==> config.mk <==
export PLATFORM = sky130hd
export DESIGN_NAME = fetch_decode_reg
export DESIGN_NICKNAME = d
export VERILOG_FILES = /design/src/rtl/fetch_decode_reg.sv
export SDC_FILE = /design/constraint.sdc
export NUM_CORES = 1
export LEC_CHECK = 0
export BUFFER_PORTS_ARGS = -buffer_cell sky130_fd_sc_hd__buf_2
export CORE_AREA = 8 8 98 100
export CTS_CLUSTER_DIAMETER = 50
export DETAILED_ROUTE_END_ITERATION = 12
export DIE_AREA = 0 0 106 108
export PLACE_DENSITY = 0.94
export SLEW_MARGIN = 20
export SYNTH_ARGS = -nofsm -noshare
export SYNTH_HDL_FRONTEND = slang
export SYNTH_SLANG_ARGS = --single-unit
==> constraint.sdc <==
create_clock -name clk -period 5.6 [get_ports clk]
set_clock_uncertainty 0.05 [all_clocks]
set_input_delay 0.84 -clock clk [delete_from_list [all_inputs] [get_ports clk]]
set_output_delay 0.84 -clock clk [all_outputs]
set_load 0.005 [all_outputs]
==> src/rtl/fetch_decode_reg.sv <==
// Fetch/decode pipeline register with taken-branch squash FSM and bubble insertion.
// Optional FETCH_DECODE_PERF_EN adds stall and squash event counters.
module fetch_decode_reg #(
  parameter int         SQUASH_CYCLES = 1,
  parameter logic [5:0] NOP_FUNCT     = 6'h15
) (
  input  logic        clk,
  input  logic        reset,
  input  logic        stall,
  input  logic        Taken,
  input  logic [5:0]  FetchOpCode,
  input  logic [5:0]  FetchFunction,
  input  logic [4:0]  FetchRs1,
  input  logic [4:0]  FetchRs2,
  input  logic [4:0]  FetchRd,
  input  logic        FetchRdFp,
  input  logic [15:0] FetchImmediate,
  input  logic [31:0] FetchPCPlusFour,
  output logic [5:0]  OpCode,
  output logic [5:0]  Function,
  output logic [4:0]  Rs1,
  output logic [4:0]  Rs2,
  output logic [4:0]  Rd,
  output logic [15:0] Immediate,
  output logic [31:0] PCPlusFour,
  output logic [5:0]  DecodeOpCode,
  output logic [5:0]  DecodeRd,
  output logic [31:0] DecodePCPlusFour,
  output logic        Valid
`ifdef FETCH_DECODE_PERF_EN
  ,
  output logic [31:0] StallCount,
  output logic [31:0] SquashCount
`endif
);

  // state  | meaning
  // RUN    | capture fetch fields on every non-stalled edge
  // SQUASH | load bubbles until squash_cnt reaches 0, then return to RUN
  typedef enum logic {RUN = 1'b0, SQUASH = 1'b1} state_t;

  localparam logic [1:0] CNT_LOAD = 2'(SQUASH_CYCLES - 1);

  state_t     state;
  logic [1:0] squash_cnt;
  logic       rd_fp;

  always_ff @(posedge clk or posedge reset) begin
    if (reset) begin
      OpCode     <= 6'h00;
      Function   <= NOP_FUNCT;
      Rs1        <= 5'd0;
      Rs2        <= 5'd0;
      Rd         <= 5'd0;
      rd_fp      <= 1'b0;
      Immediate  <= 16'h0000;
      PCPlusFour <= 32'h0;
      Valid      <= 1'b0;
      state      <= RUN;
      squash_cnt <= 2'd0;
    end else if (Taken || (!stall && state == SQUASH)) begin
      // Bubble load; PC+4 still tracks fetch so decode sees a sane link value.
      OpCode     <= 6'h00;
      Function   <= NOP_FUNCT;
      Rs1        <= 5'd0;
      Rs2        <= 5'd0;
      Rd         <= 5'd0;
      rd_fp      <= 1'b0;
      Immediate  <= 16'h0000;
      PCPlusFour <= FetchPCPlusFour;
      Valid      <= 1'b0;
      if (Taken) begin
        state      <= SQUASH;
        squash_cnt <= CNT_LOAD;
      end else if (squash_cnt == 2'd0) begin
        state      <= RUN;
      end else begin
        squash_cnt <= squash_cnt - 2'd1;
      end
    end else if (!stall) begin
      OpCode     <= FetchOpCode;
      Function   <= FetchFunction;
      Rs1        <= FetchRs1;
      Rs2        <= FetchRs2;
      Rd         <= FetchRd;
      rd_fp      <= FetchRdFp;
      Immediate  <= FetchImmediate;
      PCPlusFour <= FetchPCPlusFour;
      Valid      <= 1'b1;
    end
  end

  assign DecodeOpCode     = OpCode;
  assign DecodeRd         = {rd_fp, Rd};
  assign DecodePCPlusFour = PCPlusFour;

`ifdef FETCH_DECODE_PERF_EN
  always_ff @(posedge clk or posedge reset) begin
    if (reset) begin
      StallCount  <= 32'd0;
      SquashCount <= 32'd0;
    end else begin
      if (stall && !Taken)
        StallCount <= StallCount + 32'd1;
      if (Taken || (!stall && state == SQUASH))
        SquashCount <= SquashCount + 32'd1;
    end
  end
`endif

endmodule

### Word level (Yosys, flattened, before mapping)

Cells that the tools add are included.

* output and inout bits: 120
* flip-flop bits (word level): 80

* add/sub/neg operators: 1
* reduce and logical (&&, ||, !) cells: 7
* equal/unequal tests: 2
* multiplexer cells: 22

Operator list (count)
* two-way mux 32 bit: 2
* two-way mux 16 bit: 2
* two-way mux 5 bit: 6
* two-way mux 6 bit: 4
* two-way mux 1 bit: 6
* two-way mux 2 bit: 2
* AND reduction 2 bit: 2
* logical NOT 2 bit: 1
* inequality test 2 x 1 -> 1 bit (second input constant): 1
* inequality test 2 bit (second input constant): 1
* nonzero test 2 bit: 1
* subtractor 2 x 1 -> 2 bit (second input constant): 1
* logical AND 1 bit: 1
* logical NOT 1 bit: 1
* logical OR 1 bit: 1

### Longest topological paths before layout

Gate-level depths: netlist (run 1).

* depth after elaboration: 4
* mapped depth: 5
* gate-level depth less buffers: 4

### Least setup slack after synthesis (run 1)

No wires, ideal clock.

* kind: input to register
* start: input port Taken
* end: register PCPlusFour[0] (netlist: DecodePCPlusFour[0])
* buffers on the path: 2
* slack: 3.884 ns
* stages: 4
* arrival time: 1.541 ns
* required time: 5.425 ns
* library setup time: 0.125 ns
* path through: nand2b_1 > buf_2 > buf_6 > mux2_4

* longest elaborated chain between the ends: 2

Ends and longest elaborated chain
* start, declared: RTL line 10 `input logic Taken,`
* logical OR 1 bit *: RTL line 61 `end else if (Taken || (!stall && state == SQUASH)) begin`
* inequality test 2 x 1 -> 1 bit (no line) / two-way mux 32 bit (equally long branches)
* end signal, assigned: RTL line 70 `PCPlusFour <= FetchPCPlusFour;`
* end signal, assigned: RTL line 88 `PCPlusFour <= FetchPCPlusFour;`
* end, declared: RTL line 25 `output logic [31:0] PCPlusFour,`

Mark *: on every way between the ends. The rest lies on a longest branch, timed or not.
A chain may end at the register's enable or synchronous reset.

### Worst setup path after layout (run 1)

* start: input port Taken
* end: register PCPlusFour[31] (netlist: DecodePCPlusFour[31])

The elaborated chain is that of the path after synthesis.

==> results_dict.tcl, run 1 <==
set metrics [dict create \
    path_clk_slew_ns 0.08 \
    ant_nets 0 \
    yosys-top-cells-area "dfrtp_1 (50%), mux2_4 (12%), or3b_1 (9.5%)" \
    worstMarginPinSlew_ns 1.07 \
    drc 0 \
    maxCapViolCount 0 \
    fmax_ghz 0.363 \
    final_cell_mix "buf_2 (199), dfrtp_1 (76), nand2_1 (42), or3b_1 (42), a21oi_1 (42)" \
    placed_cell_area_sq_mm 0.00451 \
    crit_type "primary input to flop" \
    synth_warnings 0 \
    synth_cell_type_count 23 \
    arrival_ns 2.93 \
    p_leak_uw 0.00251 \
    ys_seq_elements 80 \
    htreeDepth 3 \
    track_usage_pct 16.4 \
    rsz0062_at_grt "no" \
    fin_crit_ns 2.76 \
    final_area_sq_mm 0.00473 \
    num_rows 33 \
    cts_tree "done" \
    first_pass_iters 5 \
    hold_viol_final 0 \
    finalSetupViolCount 0 \
    cts.path.max_buffers 2 \
    final_common_cell "buf_2" \
    critPathSlowestCell "nand2b_2" \
    die_h_um 108 \
    detail_route.wl_per_cell_um 16.6 \
    pin_count 200 \
    required_ns 5.77 \
    cts_resized 0 \
    cts_buffers 9 \
    critPathLaunchType "primary input" \
    grt_pass1_vias 3012 \
    dp_hpwl_um 7150 \
    syn_nets 409 \
    outcome "complete, no violations" \
    cts_setup_buffers 0 \
    antenna_cells 0 \
    p_per_area_mw_per_mm2 271 \
    slowest_delay_ns 0.97 \
    dieArea_sq_mm 0.0114 \
    slew_violations 0 \
    tns_ns 0 \
    total_power_uw 1280 \
    cts_root_buffer "clkbuf_8" \
    yosysSeqAreaShare_pct 51.8 \
    die_w_um 106 \
    synthCells 328 \
    place_congestion 0.747 \
    drive_gt1_share_pct 53.7 \
    avgSynthCellArea_sq_um 11.8 \
    via_per_inst 4.86 \
    maxSlewHeadroom_pct 28.6 \
    post-route-period-util_pct 49.2 \
    min_path_type "flop to flop" \
    routed_wl_um 9670 \
    antenna_found_initial 0 \
    hold_buffers 0 \
    cts_num_sinks 80 \
    synth_top_cell_area_share_pct 49.8 \
    path_max_fanout 50 \
    portBuffers 199 \
    vias 2829 \
    grt_pass1_wl_um 15300 \
    drt_iter0_drc 121 \
    nets 553 \
    syn_area_sq_mm 0.00387 \
    start_util_pct 48.1 \
    synthToLayoutAreaGrowth_pct 22.2 \
    grt_max_degree 93 \
    cp_cell_sequence "buf_2 -> nand2b_2 -> mux2_2" \
    clkLatencyLatePin_ns 0.33 \
    grt_overflow_total 0 \
    yosysTopAreaCell "dfrtp_1" \
    core_area_sq_mm 0.00805 \
    vdd_drop_max_mv 0.135 \
    crit_path_end_kind "flop" \
]
[synth_stat cells]
master / count
nor2b_1: 4
nor4bb_1: 1
nor3_1: 3
inv_1: 3
dfrtp_1: 77
a211oi_1: 1
mux2_4: 30
o21bai_1: 3
a21oi_1: 42
buf_1: 3
mux2_2: 3
or3b_1: 42
nand2b_1: 2
a21o_1: 1
dfstp_2: 3
ha_1: 1
nor2_1: 1
buf_4: 44
or2_2: 1
buf_2: 7
clkbuf_1: 3
nand2_1: 42
buf_6: 11
[final cells by class]
type	instances	area, sq um
Clock inverter	5	80.1
Timing Repair Buffer	201	1010
Multi-Input combinational cell	177	1350
Tap cell	105	131
Clock buffer	11	141
Inverter	3	12.5
Sequential cell	80	2010
Fill cell	711	3320
[routing by layer]
layer	global-route usage, %	up-vias	wire length, um
met5	0	-	0
met4	5.13	0	115
met3	5.59	12	714
met2	28.6	119	5040
met1	18.7	1344	3800
li1	-	1354	-
[registers in the layout (all words and copies together), names as in the netlist]
register	cells
DecodePCPlusFour	32
Immediate	16
DecodeOpCode	6
Function	6
Rd	5
Rs1	5
Rs2	5
squash_cnt	2
Valid	1
rd_fp	1
state	1
[cell families (layout without fill, tap and decap cells)]
family	after synthesis	in the layout	share of synthesized area [%]
buffers and inverters	71	220	13.5
muxes	33	33	12.5
AOI/OAI and AO/OA	47	47	6.40
adders and majority gates	1	1	0.323
DFF	80	80	51.8
and+or+nand+nor	96	96	15.4
[path summary, 6_finish.rpt]
check / from / end / slack (ns) / cells past startpoint
setup / recovery: Taken / DecodePCPlusFour[31] / 2.84 / 3
hold / removal: Immediate[0] / Immediate[0] / 0.47 / 2
setup reg to reg: state / squash_cnt[0] / 3.92 / 2
hold reg to reg: Immediate[0] / Immediate[0] / 0.47 / 2
max in group asynchronous: reset / state / 4.35 / 3
min in group asynchronous: reset / Immediate[12] / 0.63 / 3
[report_power, final]
part / switching, uW / internal [uW] / leakage [uW]
registers: 27.6 / 609 / 0.00102
clock network: 206 / 263 / 0.000106
logic: 79.1 / 98.8 / 0.00138
[through the flow]
stage                     cells  util, %  setup slack, ns  hold WS (ns)
after detailed placement    566     56.0             2.45         0.462
after floorplan             328        -             2.66         0.453
after global placement      566     56.0             2.52         0.455
final                       582     58.8             2.84         0.473
after global routing        582     58.8             2.72         0.504
after CTS                   582     58.7             2.83         0.474
[critical path, delay by kind of cell]
kind          cells  cell delay [ns]
mux               1             0.42
buf+inv           1             0.66
simple gates      1             0.97
Power figures use the tool's default switching activity.
==> inputs of run 2 (changes only) <==
--- a/config.mk
+++ b/config.mk
@@ -6,11 +6,11 @@
 export NUM_CORES = 1
 export LEC_CHECK = 0
 export BUFFER_PORTS_ARGS = -buffer_cell sky130_fd_sc_hd__buf_2
-export CORE_AREA = 8 8 98 100
+export CORE_AREA = 8 8 101 103
 export CTS_CLUSTER_DIAMETER = 50
 export DETAILED_ROUTE_END_ITERATION = 12
-export DIE_AREA = 0 0 106 108
-export PLACE_DENSITY = 0.94
+export DIE_AREA = 0 0 109 111
+export PLACE_DENSITY = 0.89
 export SLEW_MARGIN = 20
 export SYNTH_ARGS = -nofsm -noshare
 export SYNTH_HDL_FRONTEND = slang
==> constraint.sdc (replaced) <==
create_clock -name clk -period 2.55 [get_ports clk]
set_clock_uncertainty 0.05 [all_clocks]
set_input_delay 0.3825 -clock clk [delete_from_list [all_inputs] [get_ports clk]]
set_output_delay 0.3825 -clock clk [all_outputs]
set_load 0.005 [all_outputs]
==> run 2 against run 1 <==
Against the previous run:
- final area increased by 0.90%
- total power increased by 120%
- combinational power increased by 130%
- worst hold slack got worse by 0.37 ns
- die area increased by 5.7%
- non-clock buffer count increased by 6
- cell count increased by 1.5%
- critical path type is now flop to flop
- critical endpoint is now Immediate[10]
- highest routed layer unchanged
==> results_dict.tcl, run 2 (synthesized netlist as in run 1, its figures left out) <==
set metrics [dict create \
    fin_crit_ns 1.62 \
    place_congestion 0.735 \
    final_cell_mix "buf_2 (199), dfrtp_1 (77), nand2_1 (42), or3b_1 (42), a21oi_1 (42)" \
    post-route-worst-setup-slack_ns 0.930 \
    critPathTopFamily "flip-flops" \
    nets 559 \
    routed.top_layer "met4" \
    start_util_pct 45.3 \
    num_rows 34 \
    cp_num_buf_inv 1 \
    vias 2858 \
    worstMarginPinSlew_ns 0.816 \
    drc 0 \
    final_common_cell "buf_2" \
    grt_pass1_wl_um 15400 \
    drive_gt1_share_pct 53.6 \
    fmax_ghz 0.617 \
    cts_root_buffer "clkbuf_8" \
    pin_count 200 \
    track_usage_pct 16.1 \
    min_path_type "primary input to asynchronous set/reset pin" \
    hold_viol_final 0 \
    placed_cell_area_sq_mm 0.00457 \
    ant_nets 0 \
    via_per_inst 4.84 \
    grt_max_degree 56 \
    maxSlewHeadroom_pct 45.5 \
    cts_resized 0 \
    slew_violations 0 \
    wl_met1_um 3790 \
    grt_overflow_total 0 \
    met2_length_um 5210 \
    routed_wl_um 10100 \
    fin_cells 591 \
    cts_setup_buffers 0 \
    tns_ns 0 \
    final_area_sq_mm 0.00477 \
    outcome "complete, no violations" \
    critPathSlowestCell "dfrtp_1" \
    crit_type "flop to flop" \
    wl_met3_um 997 \
    core_area_sq_mm 0.00855 \
    detail_route.wl_per_cell_um 17.1 \
    arrival_ns 1.84 \
    critPathLaunchType "flop" \
    path_clk_slew_ns 0.09 \
    place_inst 575 \
    post-route-period-util_pct 63.5 \
    fillers 772 \
    die_w_um 109 \
    p_per_area_mw_per_mm2 585 \
    die_h_um 111 \
    antenna_cells 0 \
    cts.path.max_buffers 2 \
    synthToLayoutAreaGrowth_pct 23.3 \
    required_ns 2.77 \
    htreeDepth 3 \
    dp_hpwl_um 7680 \
    p_leak_uw 0.00254 \
    finalSetupViolCount 0 \
    maxCapViolCount 0 \
    grt_pass1_vias 2974 \
    pre_cts_slack_ns 0.767 \
    drt_iter0_drc 119 \
    crit_path_end_kind "flop" \
    clkLatencyLatePin_ns 0.34 \
    cts_buffers 9 \
    vdd_drop_max_mv 0.317 \
    total_power_uw 2790 \
    first_pass_iters 4 \
    antenna_found_initial 0 \
    cts_num_sinks 80 \
    largest_reg_flops 32 \
    slowest_delay_ns 0.60 \
    rsz0062_at_grt "no" \
    path_max_fanout 28 \
    portBuffers 199 \
    cp_cell_sequence "buf_4 -> or3b_1 -> a21oi_1" \
    hold_buffers 0 \
    cts_tree "done" \
    dieArea_sq_mm 0.0121 \
]
==> run 2: final timing paths <==
kind                                         start                    to  slack, ns  depth (start not counted)
worst max-delay path                         state         Immediate[10]       0.93                          3
worst min-delay path                         reset  DecodePCPlusFour[19]       0.11                          2
worst max register to register               state         Immediate[10]       0.93                          3
worst min register to register        Immediate[1]          Immediate[1]       0.47                          2
max in group asynchronous                    reset                 Valid       1.67                          3
min in group clk                FetchPCPlusFour[4]   DecodePCPlusFour[4]       0.21                          2
==> run 2: layer usage <==
metal,track usage [%],vias up
met5,0,-
met4,4.66,0
met3,5.93,15
met2,27.8,120
met1,17.7,1358
li1,-,1365
==> run 2: through the flow <==
stage               hold WS, ns  utilization [%]
global placement          0.455             53.4
global route              0.148             55.8
CTS                       0.125             55.8
floorplan                 0.453                -
detailed placement        0.458             53.4
finish                    0.108             55.8
==> run 2: where the power goes <==
| group | switching, uW | internal (uW) | leakage [uW] |
|---|---|---|---|
| clock | 444 | 552 | 0.000101 |
| combinational | 187 | 222 | 0.00141 |
| sequential | 52.5 | 1340 | 0.00102 |
==> run 2: area by class of cell <==
cell class | instances | area, sq um | share of cell area, %
well taps | 108 | 135 | 2.83
clock buffers | 12 | 135 | 2.83
inverters | 3 | 12.5 | 0.262
multi-input cells | 177 | 1350 | 28.2
repair buffers | 207 | 1070 | 22.4
flip-flops and latches | 80 | 2010 | 42.0
clock inverters | 4 | 72.6 | 1.52
==> inputs of run 3 (changes only) <==
--- a/config.mk
+++ b/config.mk
@@ -5,12 +5,13 @@
 export SDC_FILE = /design/constraint.sdc
 export NUM_CORES = 1
 export LEC_CHECK = 0
+export ABC_AREA = 1
 export BUFFER_PORTS_ARGS = -buffer_cell sky130_fd_sc_hd__buf_2
-export CORE_AREA = 8 8 101 103
+export CORE_AREA = 8 8 99 101
 export CTS_CLUSTER_DIAMETER = 50
 export DETAILED_ROUTE_END_ITERATION = 12
-export DIE_AREA = 0 0 109 111
-export PLACE_DENSITY = 0.89
+export DIE_AREA = 0 0 107 109
+export PLACE_DENSITY = 0.88
 export SLEW_MARGIN = 20
 export SYNTH_ARGS = -nofsm -noshare
 export SYNTH_HDL_FRONTEND = slang
==> constraint.sdc (replaced) <==
create_clock -name clk -period 1.5 [get_ports clk]
set_clock_uncertainty 0.05 [all_clocks]
set_input_delay 0.225 -clock clk [delete_from_list [all_inputs] [get_ports clk]]
set_output_delay 0.225 -clock clk [all_outputs]
set_load 0.005 [all_outputs]
==> run 3 against run 2 <==
Against the previous run:
- sequential power rose by 78%
- cell count rose by 13%
- total power rose by 74%
- area after synthesis fell by 8.4%
- worst setup slack got worse by 0.69 ns
- largest cell class unchanged
==> results_dict.tcl, run 3 <==
set metrics [dict create \
    synth_cell_type_count 14 \
    detail_route.wl_per_cell_um 14.6 \
    cts_resized 0 \
    synthCells 401 \
    grt_max_degree 81 \
    antenna_found_initial 0 \
    top_usage_layer "met2" \
    cts_setup_buffers 0 \
    grt_util_met1_pct 19.1 \
    cp_num_buf_inv 1 \
    slew_violations 0 \
    cp_cell_sequence "buf_2" \
    fin_cells 668 \
    portBuffers 199 \
    die_w_um 107 \
    place_inst 651 \
    ys_seq_elements 80 \
    final_common_cell "buf_2" \
    critPathLaunchType "flop" \
    largest_reg_flops 32 \
    clkLatencyLatePin_ns 0.33 \
    tns_ns 0 \
    p_per_area_mw_per_mm2 1080 \
    syn_nets 482 \
    synth_warnings 0 \
    grt_pass1_vias 3090 \
    p_leak_uw 0.00276 \
    p_clk_share_pct 31.5 \
    rsz0062_at_grt "no" \
    htreeDepth 3 \
    final_cell_mix "buf_2 (199), nand2_1 (186), dfrtp_1 (77)" \
    routed_wl_um 9730 \
    first_pass_iters 4 \
    via_per_inst 4.57 \
    cts_num_sinks 80 \
    fillers 816 \
    drt_iter0_drc 105 \
    syn_area_sq_mm 0.00354 \
    drive_gt1_share_pct 40.7 \
    yosysSeqAreaShare_pct 56.6 \
    finalSetupViolCount 0 \
    crit_type "flop to primary output" \
    grt_pass1_wl_um 15300 \
    cts_tree "done" \
    dieArea_sq_mm 0.0117 \
    synth_top_cells_by_count "nand2_1 (186), dfrtp_1 (77), buf_4 (47), nand3_1 (47), inv_1 (11)" \
    netSwitchingFraction_pct 28.2 \
    path_clk_slew_ns 0.08 \
    die_h_um 109 \
    met2_usage_pct 27.2 \
    fmax_ghz 0.794 \
    post-route-period-util_pct 84.0 \
    power_switching_uw 1370 \
    met3_usage_pct 6.97 \
    ant_nets 0 \
    synth_top_cell_area_share_pct 54.4 \
    min_path_type "primary input to flop" \
    worstMarginPinSlew_ns 0.441 \
    critPathTopFamily "flip-flops" \
    required_ns 1.22 \
    antenna_cells 0 \
    place_congestion 0.775 \
    yosysTopAreaCell "dfrtp_1" \
    cts_root_buffer "clkbuf_8" \
    critPathSlowestCell "dfstp_2" \
    vias 3052 \
    post-synth-top-count-cell "nand2_1" \
    yosys-top-cells-area "dfrtp_1 (54%), nand2_1 (20%), buf_4 (10%)" \
    fin_crit_ns 1.26 \
    synthToLayoutAreaGrowth_pct 27.0 \
    dp_hpwl_um 7330 \
    grt_overflow_total 0 \
    outcome "complete, no violations" \
    cts_buffers 9 \
    path_max_fanout 2 \
    drc 0 \
    final_util_pct 53.7 \
    maxCapViolCount 0 \
    cts.path.max_buffers 2 \
    maxSlewHeadroom_pct 70.6 \
    arrival_ns 0.98 \
    synth-edff-count 0 \
    p_int_uw 3500 \
    slowest_delay_ns 0.54 \
    vdd_drop_max_mv 0.505 \
    hold_viol_final 0 \
    core_area_sq_mm 0.00838 \
    synthArstFlopShare_pct 100 \
    nets 636 \
    start_util_pct 42.3 \
    p_comb_share_pct 17.9 \
    avgSynthCellArea_sq_um 8.84 \
    num_rows 34 \
    seq_power_share_pct 50.6 \
    ys_dominant_reg_cell "dfrtp_1" \
    track_usage_pct 16.5 \
    pin_count 200 \
    crit_path_end_kind "primary output" \
]
-- run 3: changes by cell type after synthesis, sizes merged, moves of 2 or more --
cell,previous run,this run
o21ai,0,4
nand3,0,47
a21oi,42,0
mux2,33,0
clkbuf,3,0
o21bai,3,0
nor3,3,0
nand2,42,187
buf,65,63
nor2b,4,0
inv,3,14
nand2b,2,0
nor2,1,5
or3b,42,0
-- run 3: cells by family (layout without fill, tap and decap cells) --
logic type                 Yosys count  after routing  share of synthesized area [%]
buffers and inverters               77            236                           15.1
DFF                                 80             80                           56.6
AOI/OAI and AO/OA                    4              4                          0.565
and+or+nand+nor                    239            239                           27.4
adders and majority gates            1              1                          0.353
-- run 3: layout make-up --
cell class / instances / area (sq um) / share of cell area [%]
Clock buffer: 11 / 131 / 2.92
Clock inverter: 5 / 57.6 / 1.28
Inverter: 14 / 56.3 / 1.25
Multi-Input combinational cell: 244 / 1000 / 22.3
Sequential cell: 80 / 2010 / 44.5
Tap cell: 108 / 135 / 3.00
Timing Repair Buffer: 206 / 1110 / 24.7
-- run 3: per-stage QoR --
step	hold WS (ns)	area (sq um)	worst slack [ns]	power, uW
final	0.0319	4500	0.240	4870
after global routing	0.00365	4500	0.190	5160
after CTS	0.0100	4500	0.214	4950
after detailed placement	0.348	4300	0.311	3400
after global placement	0.329	4300	0.327	3360
after floorplan	0.292	3550	0.318	3040
-- run 3: worst reg2reg max path: cells and delay by family (launching register included) --
kind            cells  cell delay (ns)
simple gates        2             0.29
compound gates      1             0.09
buf+inv             2             0.27
flops               1             0.43
-- run 3: metal layers --
metal | share of wire [%] | routed length, um
met1 | 41 | 3990
met2 | 48 | 4630
met3 | 11 | 1050
met4 | 0.65 | 63
met5 | 0 | 0
-- run 3: worst paths after layout --
check	cells after the start	to	startpoint	slack (ns)
setup / recovery	1	Function[4]	Function[4]	0.24
hold / removal	3	DecodePCPlusFour[3]	FetchPCPlusFour[3]	0.03
setup reg to reg	5	Function[2]	state	0.31
hold reg to reg	2	rd_fp	rd_fp	0.42
max in group asynchronous	4	Function[2]	reset	0.52
min in group asynchronous	4	Immediate[3]	reset	0.49
-- run 3: timing repair --
action,CTS,global route
endpoints found under the hold margin,77,0
endpoints found under the setup margin,0,0
hold buffers,1,0
-- run 3: power groups by stage --
stage | Sequential, uW | Combinational [uW] | Clock (uW)
after floorplan | 2510 | 526 | 0
after global routing | 2490 | 984 | 1680
after CTS | 2470 | 898 | 1590
final | 2470 | 873 | 1530
after detailed placement | 2510 | 895 | 0
after global placement | 2500 | 866 | 0
